`config.mk`:
```
export PLATFORM = sky130hd
export DESIGN_NAME = input_wrapper_flat
export DESIGN_NICKNAME = d
export VERILOG_FILES = /design/src/rtl/input_wrapper_if.sv /design/src/rtl/input_wrapper.sv /design/src/flat_wrapper.sv
export SDC_FILE = /design/constraint.sdc
export NUM_CORES = 1
export LEC_CHECK = 0
export BUFFER_PORTS_ARGS = -buffer_cell sky130_fd_sc_hd__buf_4
export CAP_MARGIN = 20
export CORE_MARGIN = 8
export CORE_UTILIZATION = 52
export CTS_BUF_LIST = sky130_fd_sc_hd__clkbuf_2
export CTS_CLUSTER_DIAMETER = 150
export DETAILED_ROUTE_END_ITERATION = 10
export HOLD_SLACK_MARGIN = 0.1
export PLACE_DENSITY = 0.85
export RECOVER_POWER = 25
export SYNTH_ARGS = -nofsm -noshare
export SYNTH_HDL_FRONTEND = slang
export SYNTH_SLANG_ARGS = --single-unit
```
`constraint.sdc`:
```
create_clock -name clk -period 1.7 [get_ports clk]
set_clock_uncertainty 0.15 [all_clocks]
set_input_delay 0.17 -clock clk [delete_from_list [all_inputs] [get_ports clk]]
set_output_delay 0.17 -clock clk [all_outputs]
set_load 0.01 [all_outputs]
```
`src/rtl/input_wrapper_if.sv`:
```
// Handshake/data bundle between a serial word sender, the wrapper and the IMC.
// master: sender/IMC side (drives inValid, dataIn, imcAccept); slave: wrapper.
interface input_wrapper_if #(
  parameter int data_width = 16
);
  logic                  inValid;
  logic [data_width-1:0] dataIn;
  logic                  imcAccept;
  logic                  inReady;
  logic [data_width-1:0] dataOuta;
  logic [data_width-1:0] dataOutb;
  logic [data_width-1:0] dataOutc;
  logic [data_width-1:0] dataOutd;
  logic                  dataAvail;
  logic                  frameErr;
  logic [7:0]            frameCount;

  modport master (
    output inValid,
    output dataIn,
    output imcAccept,
    input  inReady,
    input  dataOuta,
    input  dataOutb,
    input  dataOutc,
    input  dataOutd,
    input  dataAvail,
    input  frameErr,
    input  frameCount
  );

  modport slave (
    input  inValid,
    input  dataIn,
    input  imcAccept,
    output inReady,
    output dataOuta,
    output dataOutb,
    output dataOutc,
    output dataOutd,
    output dataAvail,
    output frameErr,
    output frameCount
  );
endinterface

```
`src/rtl/input_wrapper.sv`:
```
// Assembles four serial words into a frame and presents it to the IMC.
// Ports: clk, rst (sync, active-high), bus (input_wrapper_if.slave).
module input_wrapper #(
  parameter int data_width = 16,
  parameter int timeout    = 8
) (
  input  logic           clk,
  input  logic           rst,
  input_wrapper_if.slave bus
);

  typedef enum logic [1:0] {
    IDLE    = 2'b00,
    RECEIVE = 2'b01,
    PRESENT = 2'b10
  } state_t;

  localparam logic [7:0] GapLast = 8'(timeout - 1);

  state_t r_state;
  state_t w_next;

  logic [1:0]            r_idx;
  logic [7:0]            r_gap;
  logic [data_width-1:0] r_w0;
  logic [data_width-1:0] r_w1;
  logic [data_width-1:0] r_w2;
  logic [data_width-1:0] r_outa;
  logic [data_width-1:0] r_outb;
  logic [data_width-1:0] r_outc;
  logic [data_width-1:0] r_outd;
  logic [7:0]            r_cnt;
  logic                  r_err;

  logic w_ready;
  logic w_capture;
  logic w_done;
  logic w_tmo;

  assign w_ready   = (r_state == IDLE) || (r_state == RECEIVE);
  assign w_capture = bus.inValid && w_ready && !rst;

  assign bus.inReady    = w_ready && !rst;
  assign bus.dataAvail  = (r_state == PRESENT) && !rst;
  assign bus.dataOuta   = r_outa;
  assign bus.dataOutb   = r_outb;
  assign bus.dataOutc   = r_outc;
  assign bus.dataOutd   = r_outd;
  assign bus.frameErr   = r_err;
  assign bus.frameCount = r_cnt;

  always_ff @(posedge clk) begin
    if (rst) r_state <= IDLE;
    else     r_state <= w_next;
  end

  // A capture on the last allowed gap cycle wins over the timeout.
  always_comb begin
    w_next = r_state;
    w_done = 1'b0;
    w_tmo  = 1'b0;
    unique case (r_state)
      IDLE: begin
        if (w_capture) w_next = RECEIVE;
      end
      RECEIVE: begin
        if (w_capture) begin
          if (r_idx == 2'd3) begin
            w_done = 1'b1;
            w_next = PRESENT;
          end
        end else if (r_gap == GapLast) begin
          w_tmo  = 1'b1;
          w_next = IDLE;
        end
      end
      PRESENT: begin
        if (bus.imcAccept) w_next = IDLE;
      end
      default: w_next = IDLE;
    endcase
  end

  always_ff @(posedge clk) begin
    if (rst) begin
      r_idx  <= '0;
      r_gap  <= '0;
      r_w0   <= '0;
      r_w1   <= '0;
      r_w2   <= '0;
      r_outa <= '0;
      r_outb <= '0;
      r_outc <= '0;
      r_outd <= '0;
      r_cnt  <= '0;
      r_err  <= 1'b0;
    end else begin
      r_err <= w_tmo;
      if (w_capture) begin
        r_gap <= '0;
        if (r_state == IDLE) begin
          r_w0  <= bus.dataIn;
          r_idx <= 2'd1;
        end else begin
          r_idx <= r_idx + 2'd1;
          unique case (r_idx)
            2'd0: r_w0 <= bus.dataIn;
            2'd1: r_w1 <= bus.dataIn;
            2'd2: r_w2 <= bus.dataIn;
            default: begin
              // Last word goes straight out with the shadowed three.
              r_outa <= r_w0;
              r_outb <= r_w1;
              r_outc <= r_w2;
              r_outd <= bus.dataIn;
              r_cnt  <= r_cnt + 8'd1;
            end
          endcase
        end
      end else if (w_tmo) begin
        r_gap <= '0;
        r_idx <= '0;
      end else if (r_state == RECEIVE) begin
        r_gap <= r_gap + 8'd1;
      end
    end
  end

endmodule

```
`src/flat_wrapper.sv`:
```
// flat-port wrapper written by rule: the top's interface ports become plain ports
module input_wrapper_flat 
#(
  parameter int data_width = 16,
  parameter int timeout    = 8
)
  (clk, rst, bus_inValid, bus_dataIn, bus_imcAccept, bus_inReady, bus_dataOuta, bus_dataOutb, bus_dataOutc, bus_dataOutd, bus_dataAvail, bus_frameErr, bus_frameCount);
  input_wrapper_if #(.data_width(data_width)) bus_i ();
  input  logic clk;
  input  logic rst;
  input wire logic [$bits(bus_i.inValid)-1:0] bus_inValid;
  input wire logic [$bits(bus_i.dataIn)-1:0] bus_dataIn;
  input wire logic [$bits(bus_i.imcAccept)-1:0] bus_imcAccept;
  output wire logic [$bits(bus_i.inReady)-1:0] bus_inReady;
  output wire logic [$bits(bus_i.dataOuta)-1:0] bus_dataOuta;
  output wire logic [$bits(bus_i.dataOutb)-1:0] bus_dataOutb;
  output wire logic [$bits(bus_i.dataOutc)-1:0] bus_dataOutc;
  output wire logic [$bits(bus_i.dataOutd)-1:0] bus_dataOutd;
  output wire logic [$bits(bus_i.dataAvail)-1:0] bus_dataAvail;
  output wire logic [$bits(bus_i.frameErr)-1:0] bus_frameErr;
  output wire logic [$bits(bus_i.frameCount)-1:0] bus_frameCount;
  assign bus_i.inValid = bus_inValid;
  assign bus_i.dataIn = bus_dataIn;
  assign bus_i.imcAccept = bus_imcAccept;
  assign bus_inReady = bus_i.inReady;
  assign bus_dataOuta = bus_i.dataOuta;
  assign bus_dataOutb = bus_i.dataOutb;
  assign bus_dataOutc = bus_i.dataOutc;
  assign bus_dataOutd = bus_i.dataOutd;
  assign bus_dataAvail = bus_i.dataAvail;
  assign bus_frameErr = bus_i.frameErr;
  assign bus_frameCount = bus_i.frameCount;
  input_wrapper #(.data_width(data_width), .timeout(timeout)) u_core (.clk(clk), .rst(rst), .bus(bus_i));
endmodule
```
==> implementation parameters, run 1 <==
Parameter                              Value

Logic synthesis
  Number of cells produced by synthesis    584
  Ys Warns    0
  EDFF count, synth    0
  Part of the Yosys area used for sequential elements    51.6%
  Synth unique cells    37
  Net count after synthesis    610
  Post-synthesis area per instance    8.84 sq um
  Yosys reg bits    133
  Cell area after synthesis    5160 sq um
  Leading register cell type out of synthesis    dfxtp_1
  Proportion of register bits with asynchronous set or reset after synthesis    0%

Detailed routing
  Average routed wire per standard cell    16.8 um
  Number of iterations in the first detailed-routing pass    5
  Vias    4521
  Post-Route WL    14.4 mm
  Initial DRC Count    396
  Antenna-violating nets left    0
  Mean number of vias per cell    5.28
  DRC errors left    0

Clock network
  Number of clock buffers inserted by TritonCTS    17
  Clock H-tree levels    4
  Number of buffers added to fix hold violations after cts    21
  Source-to-sink clock delay at the later pin of the worst-skew pair    670 ps
  Clock slew at the register clock pins of the worst setup and hold paths    240 ps
  TritonCTS clock tree    yes
  Sinks on Clock Net    133
  Largest buffer count on any clock path    2
  Clock root cell    clkbuf_2

Setup path
  RR Endpoint    u_core.bus.frameCount[7]
  R2R Path Start    u_core.r_state[0]
  Number of cells on the worst reg-to-reg path    5
  Type of the worst setup path    flop to output port
  Reg-to-reg slack, setup    -40 ps
  Worst EP arrival    1490 ps
  Required time of the critical path    1380 ps
  Type of element capturing the critical path    output port
  Highest fanout seen on the critical path    4
  Setup crit start kind    flop

Cells and area
  Area growth, synth to finish    28.7%
  Most common cell after layout, fill and taps aside    nand2_1
  Ratio of cells with drive above 1 in the final layout    29.0%
  Number of antenna repair diodes    0
  Nets    736
  Commonest cells after routing, fill and taps aside    nand2_1 (171), dfxtp_1 (130), buf_4 (76)

Status
  Violations in the final reports    negative hold slack, negative setup slack
  Status    finished with violations

Power and ir drop
  PwrDens    839 nW/um^2
  Reported leakage power    0.00251 uW
  Worst supply voltage drop on vdd    0.685 mV

STA
  Clock period minus final worst setup slack    1810 ps
  Tcrit/Tclk final    107%
  Slew of the pin with the lowest slew margin    628 ps
  Count of final max-slew check failures    0
  Worst hold slack after final layout    -153 ps
  Setup-failing EPs final    11
  Setup repair after global routing missed its margin    yes
  Post-Route Setup TNS    -348 ps
  Normalized max-slew margin    58.2%
  Fmax    552 MHz
  Final worst setup slack    -113 ps
  Hold violation count in the final report    72

Floorplanning
  Rows    36
  Total Die Area    13400 sq um
  IO Pins    95
  Horizontal extent of the die    116 um
  Vertical die dimension    116 um
  Core Footprint    9730 sq um
  Initial cell density of the core    53.1%

Hold path
  Startpoint of the worst hold path    rst
  Class of the most critical hold timing path    input pin to flop
  WHS Endpoint    u_core.bus.dataOutb[10]
  Cells on Worst Hold Path    3

Placement
  Placed wire-length estimate after detailed placement    8.91 mm
  Gp weighted congestion    0.762
  Port Buffer Count    94

Global route
  Via count of the first global-routing pass    4344
  Number of antenna violations at the first check in global routing    0
  Gr ovfl total    0
  Wire length of the first global-routing pass    20.9 mm
  Pin count of the biggest net entering global routing    80
  Global routing usage summed across all routing layers    19.6%

Job
  Max_cap viols    0
## registers in the layout, indices dropped and copies added (netlist names)
name and cells:
u_core.bus.dataOuta 16, u_core.bus.dataOutb 16, u_core.bus.dataOutc 16, u_core.bus.dataOutd 16, u_core.r_w0 16, u_core.r_w1 16
u_core.r_w2 16, u_core.bus.frameCount 8, u_core.r_gap 8, u_core.r_idx 2, u_core.r_state 2, u_core.bus.frameErr 1
## critical path, stage by stage (launching register included)
cell	delay, ps
dfxtp_2	380
buf_6	120
nor3b_4	200
buf_4	150
## worst max-delay path by stage
| stage | startpoint | to | slack [ps] | cells after the start |
|---|---|---|---|---|
| after detailed placement | u_core.r_gap[0] | u_core.r_gap[7] | 20 | 6 |
| after CTS | u_core.r_state[1] | bus_dataAvail | -150 | 3 |
| after floorplan | u_core.r_state[0] | u_core.bus.frameCount[7] | 5 | 7 |
| after global placement | u_core.r_state[0] | u_core.bus.frameCount[0] | 90 | 5 |
| after global routing | u_core.r_state[1] | bus_dataAvail | -220 | 3 |
| final | u_core.r_state[1] | bus_dataAvail | -110 | 3 |
## cells by family (layout without fill, tap and decap cells)
kind of cell | Yosys count | in the layout | synth area share, %
buf+inv | 43 | 182 | 5.28
flops | 133 | 133 | 51.6
mux | 19 | 19 | 3.71
fa+ha+maj | 6 | 6 | 1.45
compound gates | 103 | 103 | 13.1
xor+xnor | 12 | 12 | 2.04
simple gates | 268 | 268 | 22.8
## where the power goes
group          switching, uW  internal [uW]  total (uW)  leakage (uW)
combinational            186            144         330       0.00129
sequential              19.7           3150        3170       0.00107
clock                   1230            845        2070      0.000151
## cells in the mapped netlist (3+ instances only)
library cell	n	area [sq um]
mux2i_1	18	180
nand2_1	173	649
nor2_1	34	128
nor2b_1	3	18.8
nand4_1	8	50.1
clkbuf_1	16	60.1
ha_1	6	75.1
and2_1	4	25.0
a21oi_2	40	350
nand2_2	30	188
a21oi_1	58	290
buf_12	4	80.1
dfxtp_1	133	2660
buf_4	3	22.5
xor2_1	10	87.6
buf_2	14	70.1
## area by class of cell
class,instances,area [sq um]
Fill cell,779,3090
Multi-Input combinational cell,408,2280
Clock buffer,18,90.1
Tap cell,133,166
Inverter,2,7.51
Sequential cell,133,2670
Clock inverter,14,176
Timing Repair Buffer,148,1260
## timing repair
| action | in CTS | in global routing |
|---|---|---|
| buffers inserted | 4 | 1 |
| cloned | 0 | 6 |
| setup endpoints to repair | 7 | 107 |
| hold endpoints to repair | 115 | 73 |
| gates resized for setup | 13 | 9 |
| pin swaps | 3 | 1 |
## through the flow
| stage | utilization, % | power [uW] | cells | instance area, sq um | setup WS, ps |
|---|---|---|---|---|---|
| after global routing | 68.3 | 5760 | 856 | 6640 | -217 |
| final | 68.3 | 5580 | 856 | 6640 | -113 |
| after detailed placement | 61.9 | 3500 | 792 | 6030 | 23.3 |
| after CTS | 67.6 | 5580 | 849 | 6580 | -152 |
| after floorplan | - | 3380 | 584 | 5170 | 5.28 |
| after global placement | 61.9 | 3490 | 792 | 6030 | 92.6 |
## metal layers
layer	vias up	routed length, um	GRT usage, %
li1	2156	-	-
met1	2131	5800	23.5
met2	204	7010	33.6
met3	30	1220	5.00
met4	0	319	6.31
met5	-	0	0
No activity file was read; power rests on OpenSTA's default activity.
==> inputs of run 2 (changes only) <==
--- a/config.mk
+++ b/config.mk
@@ -8,12 +8,12 @@
 export BUFFER_PORTS_ARGS = -buffer_cell sky130_fd_sc_hd__buf_4
 export CAP_MARGIN = 20
 export CORE_MARGIN = 8
-export CORE_UTILIZATION = 52
+export CORE_UTILIZATION = 57
 export CTS_BUF_LIST = sky130_fd_sc_hd__clkbuf_2
 export CTS_CLUSTER_DIAMETER = 150
 export DETAILED_ROUTE_END_ITERATION = 10
 export HOLD_SLACK_MARGIN = 0.1
-export PLACE_DENSITY = 0.85
+export PLACE_DENSITY = 0.88
 export RECOVER_POWER = 25
 export SYNTH_ARGS = -nofsm -noshare
 export SYNTH_HDL_FRONTEND = slang
==> constraint.sdc (replaced) <==
create_clock -name clk -period 2 [get_ports clk]
set_clock_uncertainty 0.15 [all_clocks]
set_input_delay 0.2 -clock clk [delete_from_list [all_inputs] [get_ports clk]]
set_output_delay 0.2 -clock clk [all_outputs]
set_load 0.01 [all_outputs]
==> run 2 against run 1 <==
Net effect: core utilization up 2.0 points; design area down 7.3%; the run now ends clean; critical path type is now input pin to output port; critical path depth grew 2; sequential share of layout area up 3.1 points; cell count decreased by 5.6%; largest power group unchanged; non-clock buffer count down 23; highest routed layer unchanged; sequential cell count unchanged; worst hold slack improved by 330 ps; clock-buffer cell count unchanged; largest cell class unchanged.
==> implementation parameters, run 2 (synthesis gave the netlist of run 1 again) <==
Parameter                              Value

Placement
  Gp weighted congestion    0.788 (+3.4%)
  Pre-CTS setup slack    76.0 ps (+52.7 ps)
  Port Buffer Count    94 (unchanged)
  Placed wire-length estimate after detailed placement    8.51 mm (-4.5%)
  Placement-stage cell area    5870 sq um (-2.6%)

Detailed routing
  DRC errors left    0 (unchanged)
  Vias    4343 (-3.9%)
  Average routed wire per standard cell    15.7 um (-6.4%)
  Antenna-violating nets left    0 (unchanged)
  Initial DRC Count    323 (-18%)
  Mean number of vias per cell    5.38 (+1.8%)
  Post-Route WL    12.7 mm (-12%)
  Number of iterations in the first detailed-routing pass    6 (+1)

STA
  Setup repair after global routing missed its margin    no
  Clock period minus final worst setup slack    1960 ps
  Setup-failing EPs final    0 (-11)
  Hold violation count in the final report    0 (-100%)
  Tcrit/Tclk final    97.8%
  Fmax    511 MHz
  Post-Route Setup TNS    0 ps (+348 ps)
  Normalized max-slew margin    60.7% (+2.5 points)
  Slew of the pin with the lowest slew margin    588 ps (-39.3 ps)
  Final worst setup slack    43.6 ps (+156 ps)
  Count of final max-slew check failures    0 (unchanged)

Global route
  Number of antenna violations at the first check in global routing    0 (unchanged)
  Wire length of the first global-routing pass    20.4 mm (-2.7%)
  Gr ovfl total    0 (unchanged)
  Via count of the first global-routing pass    4261 (-1.9%)
  Global routing usage summed across all routing layers    19.8% (+0.23 points)
  Pin count of the biggest net entering global routing    127 (+59%)

Job
  Max_cap viols    0 (unchanged)

Power and ir drop
  Switching part of the total    24.6% (-1.1 points)
  Internal Dissipation    3470 uW (-16%)
  Reported leakage power    0.00226 uW (-10%)
  Sw Pwr    1130 uW (-21%)
  Worst supply voltage drop on vdd    0.393 mV (-43%)
  Clock power frac    36.2% (-0.9 points)
  Logic gate share of total power    5.3% (-0.6 points)
  Seq pwr share    58.5% (+1.6 points)
  PwrDens    748 nW/um^2 (-11%)

Cells and area
  Ratio of cells with drive above 1 in the final layout    23.6% (-5.5 points)
  Fill cells    682 (-12%)
  Number of antenna repair diodes    0 (unchanged)
  Sequential standard cell area    2660 sq um (-0.14%)
  Most common cell after layout, fill and taps aside    nand2_1
  Multi-input logic area    2250 sq um (-1.2%)
  Final instance area    6160 sq um (-7.3%)
  Commonest cells after routing, fill and taps aside    nand2_1 (172), dfxtp_1 (133), a21oi_1 (58)
  Area growth, synth to finish    19.3%
  Nets    713 (-3.1%)

Hold path
  Class of the most critical hold timing path    input pin to flop
  Cells on Worst Hold Path    4 (+1)

Setup path
  Setup crit start kind    input pin
  Delay-heaviest family, CP    buffers and inverters
  Number of cells on the worst reg-to-reg path    5 (unchanged)
  Worst EP arrival    1610 ps (+120 ps)
  Delay of the slowest critical-path stage    530 ps (+150 ps)
  Type of the worst setup path    input pin to output port
  Cell type of the slowest stage on the worst timing path    dlygate4sd3_1
  Required time of the critical path    1650 ps (+270 ps)
  Total stage count of the critical path    5 (+2)
  Type of element capturing the critical path    output port
  Critical Path Most Common Cell    buf_4
  Buf+Inv Stages, Crit Path    4 (+2)
  Highest fanout seen on the critical path    126 (+122)
  Cell chain of the critical path    dlygate4sd3_1 > buf_4 > buf_16 > nor3b_2 > buf_4

Floorplanning
  Vertical die dimension    111 um (-3.9%)
  Rows    34 (-5.6%)
  Horizontal extent of the die    111 um (-3.9%)
  Core Footprint    8760 sq um (-9.9%)
  Total Die Area    12400 sq um (-7.6%)
  Initial cell density of the core    58.9% (+5.8 points)
  IO Pins    95 (unchanged)

Clock network
  Sinks on Clock Net    133 (unchanged)
  Total setup buffers inserted after CTS    0 (-4)
  Source-to-sink clock delay at the later pin of the worst-skew pair    670 ps (about the same)
  Clock H-tree levels    4 (unchanged)
  TritonCTS clock tree    yes
  Number of clock buffers inserted by TritonCTS    17 (unchanged)
  Clock slew at the register clock pins of the worst setup and hold paths    220 ps (-20 ps)
  Largest buffer count on any clock path    2 (unchanged)
  Clock root cell    clkbuf_2

Status
  Status    finished clean
run 2: per-stage QoR:
step                      power (uW)  instances  hold slack (ps)  util (%)
after global placement          2950        757              289      67.0
final                           4610        808              176      70.3
after detailed placement        2960        757              297      67.0
after CTS                       4620        808              156      72.0
after floorplan                 2870        584              177         -
after global routing            4770        808              129      70.3
run 2: power by group through the flow:
stage / clock network, uW / registers, uW / logic (uW)
finish: 1670 / 2700 / 246
floorplan: 0 / 2740 / 122
detailed placement: 0 / 2750 / 209
CTS: 1680 / 2700 / 241
global placement: 0 / 2750 / 205
global route: 1800 / 2700 / 264
run 2: repair_timing:
action / CTS / global route
hold endpoints to repair: 132 / 0
hold buffers: 19 / 0
setup endpoints to repair: 0 / 12
gates resized for setup: 0 / 5
run 2: path summary, 6_finish.rpt:
kind / from / to / slack [ps]
min reg2reg: u_core.r_w2[8] / u_core.bus.dataOutc[8] / 290
max: rst / bus_dataAvail / 40
min: bus_dataIn[0] / u_core.bus.dataOutd[0] / 180
max reg2reg: u_core.r_state[1] / u_core.bus.dataOuta[8] / 190
run 2: metal layers:
layer / wire, um / track usage [%] / up-vias
met5: 0 / 0 / -
li1: - / - / 2108
met3: 867 / 6.39 / 34
met2: 6190 / 32.8 / 141
met1: 5310 / 23.6 / 2060
met4: 308 / 6.93 / 0
run 2: final cells by class:
| cell class | count | share of cell area (%) |
|---|---|---|
| repair buffers | 125 | 13.8 |
| well taps | 108 | 2.19 |
| inverters | 2 | 0.122 |
| multi-input cells | 408 | 36.6 |
| clock buffers | 18 | 1.46 |
| clock inverters | 14 | 2.62 |
| flip-flops and latches | 133 | 43.2 |
run 2: worst reg2reg max path: stages, from the launching register on:
cell and delay (ps):
dfxtp_1 360, and4bb_1 390, and2_2 250, buf_12 280, nand2_1 140, a21oi_1 170
==> inputs of run 3 (changes only) <==
--- a/config.mk
+++ b/config.mk
@@ -7,6 +7,7 @@
 export LEC_CHECK = 0
 export BUFFER_PORTS_ARGS = -buffer_cell sky130_fd_sc_hd__buf_4
 export CAP_MARGIN = 20
+export CORE_ASPECT_RATIO = 1.2
 export CORE_MARGIN = 8
 export CORE_UTILIZATION = 57
 export CTS_BUF_LIST = sky130_fd_sc_hd__clkbuf_2
==> run 3 against run 2 <==
Net effect: non-clock buffer count is 1 lower; core utilization is 2.0 points lower; via count is 1.7% lower; global-route usage is 1.0 points higher; sequential power hardly changed; clock-buffer cell count is 1 higher; sequential cell count stayed put; design area is 0.93% lower; die area is 0.11% higher; power is 8.1% lower; sequential share of layout area is 0.45 points higher; critical endpoint is now u_core.r_idx[0].
==> implementation parameters, run 3 (synthesis gave the netlist of run 1 again) <==
Parameter                              Value

Cells and area
  Most common cell after layout, fill and taps aside    nand2_1
  Commonest cells after routing, fill and taps aside    nand2_1 (170), dfxtp_1 (131), a21oi_1 (58)
  Area growth, synth to finish    18.2%
  Multi-input logic area    2260 sq um (+0.44%)
  Nets    712 (-0.14%)
  Fill cells    747 (+9.5%)
  Sequential standard cell area    2670 sq um (about the same)
  Final instance area    6100 sq um (-0.93%)
  Number of antenna repair diodes    0 (unchanged)
  Ratio of cells with drive above 1 in the final layout    23.7% (+0.14 points)

Clock network
  Source-to-sink clock delay at the later pin of the worst-skew pair    690 ps (+20 ps)
  Number of clock buffers inserted by TritonCTS    17 (unchanged)
  Clock root cell    clkbuf_2
  Total setup buffers inserted after CTS    0 (unchanged)
  Clock H-tree levels    4 (unchanged)
  TritonCTS clock tree    yes
  Largest buffer count on any clock path    2 (unchanged)
  Sinks on Clock Net    133 (unchanged)
  Clock slew at the register clock pins of the worst setup and hold paths    170 ps (-50 ps)

Floorplanning
  Core Footprint    8940 sq um (+2.0%)
  IO Pins    95 (unchanged)
  Rows    38 (+12%)
  Vertical die dimension    120 um (+8.2%)
  Horizontal extent of the die    103 um (-7.5%)
  Initial cell density of the core    57.8% (-1.2 points)
  Total Die Area    12400 sq um (+0.11%)

STA
  Tcrit/Tclk final    96.0% (-1.8 points)
  Normalized max-slew margin    60.0% (-0.70 points)
  Hold violation count in the final report    0 (unchanged)
  Count of final max-slew check failures    0 (unchanged)
  Worst hold slack after final layout    160 ps (-16.2 ps)
  Setup repair after global routing missed its margin    yes
  Setup-failing EPs final    0 (unchanged)
  Slew of the pin with the lowest slew margin    600 ps (+12.0 ps)
  Post-Route Setup TNS    0 ps (unchanged)
  Fmax    521 MHz (+1.9%)
  Clock period minus final worst setup slack    1920 ps (-36.4 ps)

Power and ir drop
  PwrDens    694 nW/um^2 (-7.2%)
  Logic gate share of total power    5.7% (+0.4 points)
  Switching part of the total    24.8% (+0.15 points)
  Sw Pwr    1050 uW (-7.5%)
  Internal Dissipation    3190 uW (-8.3%)
  Clock power frac    30.6% (-5.6 points)
  Seq pwr share    63.7% (+5.2 points)
  Reported leakage power    0.00223 uW (-1.0%)
  Total design power    4240 uW (-8.1%)
  Worst supply voltage drop on vdd    0.409 mV (+3.9%)

Detailed routing
  Antenna-violating nets left    0 (unchanged)
  Initial DRC Count    274 (-15%)
  Post-Route WL    12.7 mm (about the same)
  Number of iterations in the first detailed-routing pass    6 (unchanged)
  DRC errors left    0 (unchanged)
  Average routed wire per standard cell    15.5 um (-0.95%)
  Vias    4268 (-1.7%)
  Mean number of vias per cell    5.23 (-2.7%)

Global route
  Pin count of the biggest net entering global routing    127 (unchanged)
  M1 GR Usage    23.9% (+0.33 points)
  Gr ovfl total    0 (unchanged)
  Number of antenna violations at the first check in global routing    0 (unchanged)
  Wire length of the first global-routing pass    20.2 mm (-0.74%)
  Fraction of met2 tracks used by global routing    35.2% (+2.4 points)
  Global routing usage summed across all routing layers    20.9% (+1.0 points)
  Most used routing layer in global routing    met2
  Met3 layer usage reported by global route    6.33% (-0.060 points)
  Via count of the first global-routing pass    4177 (-2.0%)

Setup path
  Type of element capturing the critical path    flop
  Worst EP arrival    2360 ps (+750 ps)
  Type of the worst setup path    flop to flop
  Highest fanout seen on the critical path    10 (-92%)
  Required time of the critical path    2440 ps (+790 ps)
  Setup crit start kind    flop

Placement
  Placement-stage cell area    5880 sq um (+0.13%)
  Placed wire-length estimate after detailed placement    8.49 mm (-0.18%)
  Port Buffer Count    94 (unchanged)
  Gp weighted congestion    0.869 (+10%)

Status
  Status    finished clean

Hold path
  Class of the most critical hold timing path    input pin to flop

Job
  Max_cap viols    0 (unchanged)
[run 3: stage by stage]
stage	worst slack [ps]	instances	utilization, %
2_1_floorplan	268	584	-
3_3_place_gp	258	768	65.7
3_5_place_dp	29.4	768	65.7
4_1_cts	7.80	816	69.8
5_1_grt	-15.3	816	68.3
6_report	79.9	816	68.3
[run 3: final cells by class]
type,count,share of cell area (%)
multi-input combinational,408,37.1
timing repair buffer,124,14.0
sequential,133,43.7
tap,120,2.46
clock buffer,19,1.56
clock inverter,10,1.11
inverter,2,0.123
[run 3: timing repair]
item | CTS | global route
resized for setup | 2 | 9
setup endpoints to repair | 3 | 28
hold endpoints to repair | 132 | 0
hold buffers | 19 | 0
pin swaps | 0 | 0
[run 3: metal layers]
| metal | share of wire (%) | vias to the layer above | routed length [um] |
|---|---|---|---|
| li1 | - | 2104 | - |
| met1 | 40 | 2012 | 5130 |
| met2 | 50 | 126 | 6400 |
| met3 | 6.6 | 26 | 843 |
| met4 | 2.4 | 0 | 308 |
| met5 | 0 | - | 0 |
[run 3: power groups by stage]
stage	logic, uW	registers [uW]	clock network [uW]
floorplan	122	2740	0
global placement	201	2750	0
detailed placement	206	2750	0
CTS	238	2700	1300
global route	258	2700	1430
finish	243	2700	1300
[run 3: final timing paths]
| kind | from | end | slack [ps] | cells after the start |
|---|---|---|---|---|
| worst max-delay path | u_core.r_gap[0] | u_core.r_idx[0] | 80 | 5 |
| worst min-delay path | bus_dataIn[1] | u_core.bus.dataOutd[1] | 160 | 4 |
| worst max register to register | u_core.r_gap[0] | u_core.r_idx[0] | 80 | 5 |
| worst min register to register | u_core.r_w0[1] | u_core.bus.dataOuta[1] | 300 | 2 |
[run 3: critical path, stage by stage (launching register included)]
cell      delay (ps)
dfxtp_1          440
ha_1             250
nor4b_2          300
a21oi_1          150
o21bai_2         390
o21ai_0          150
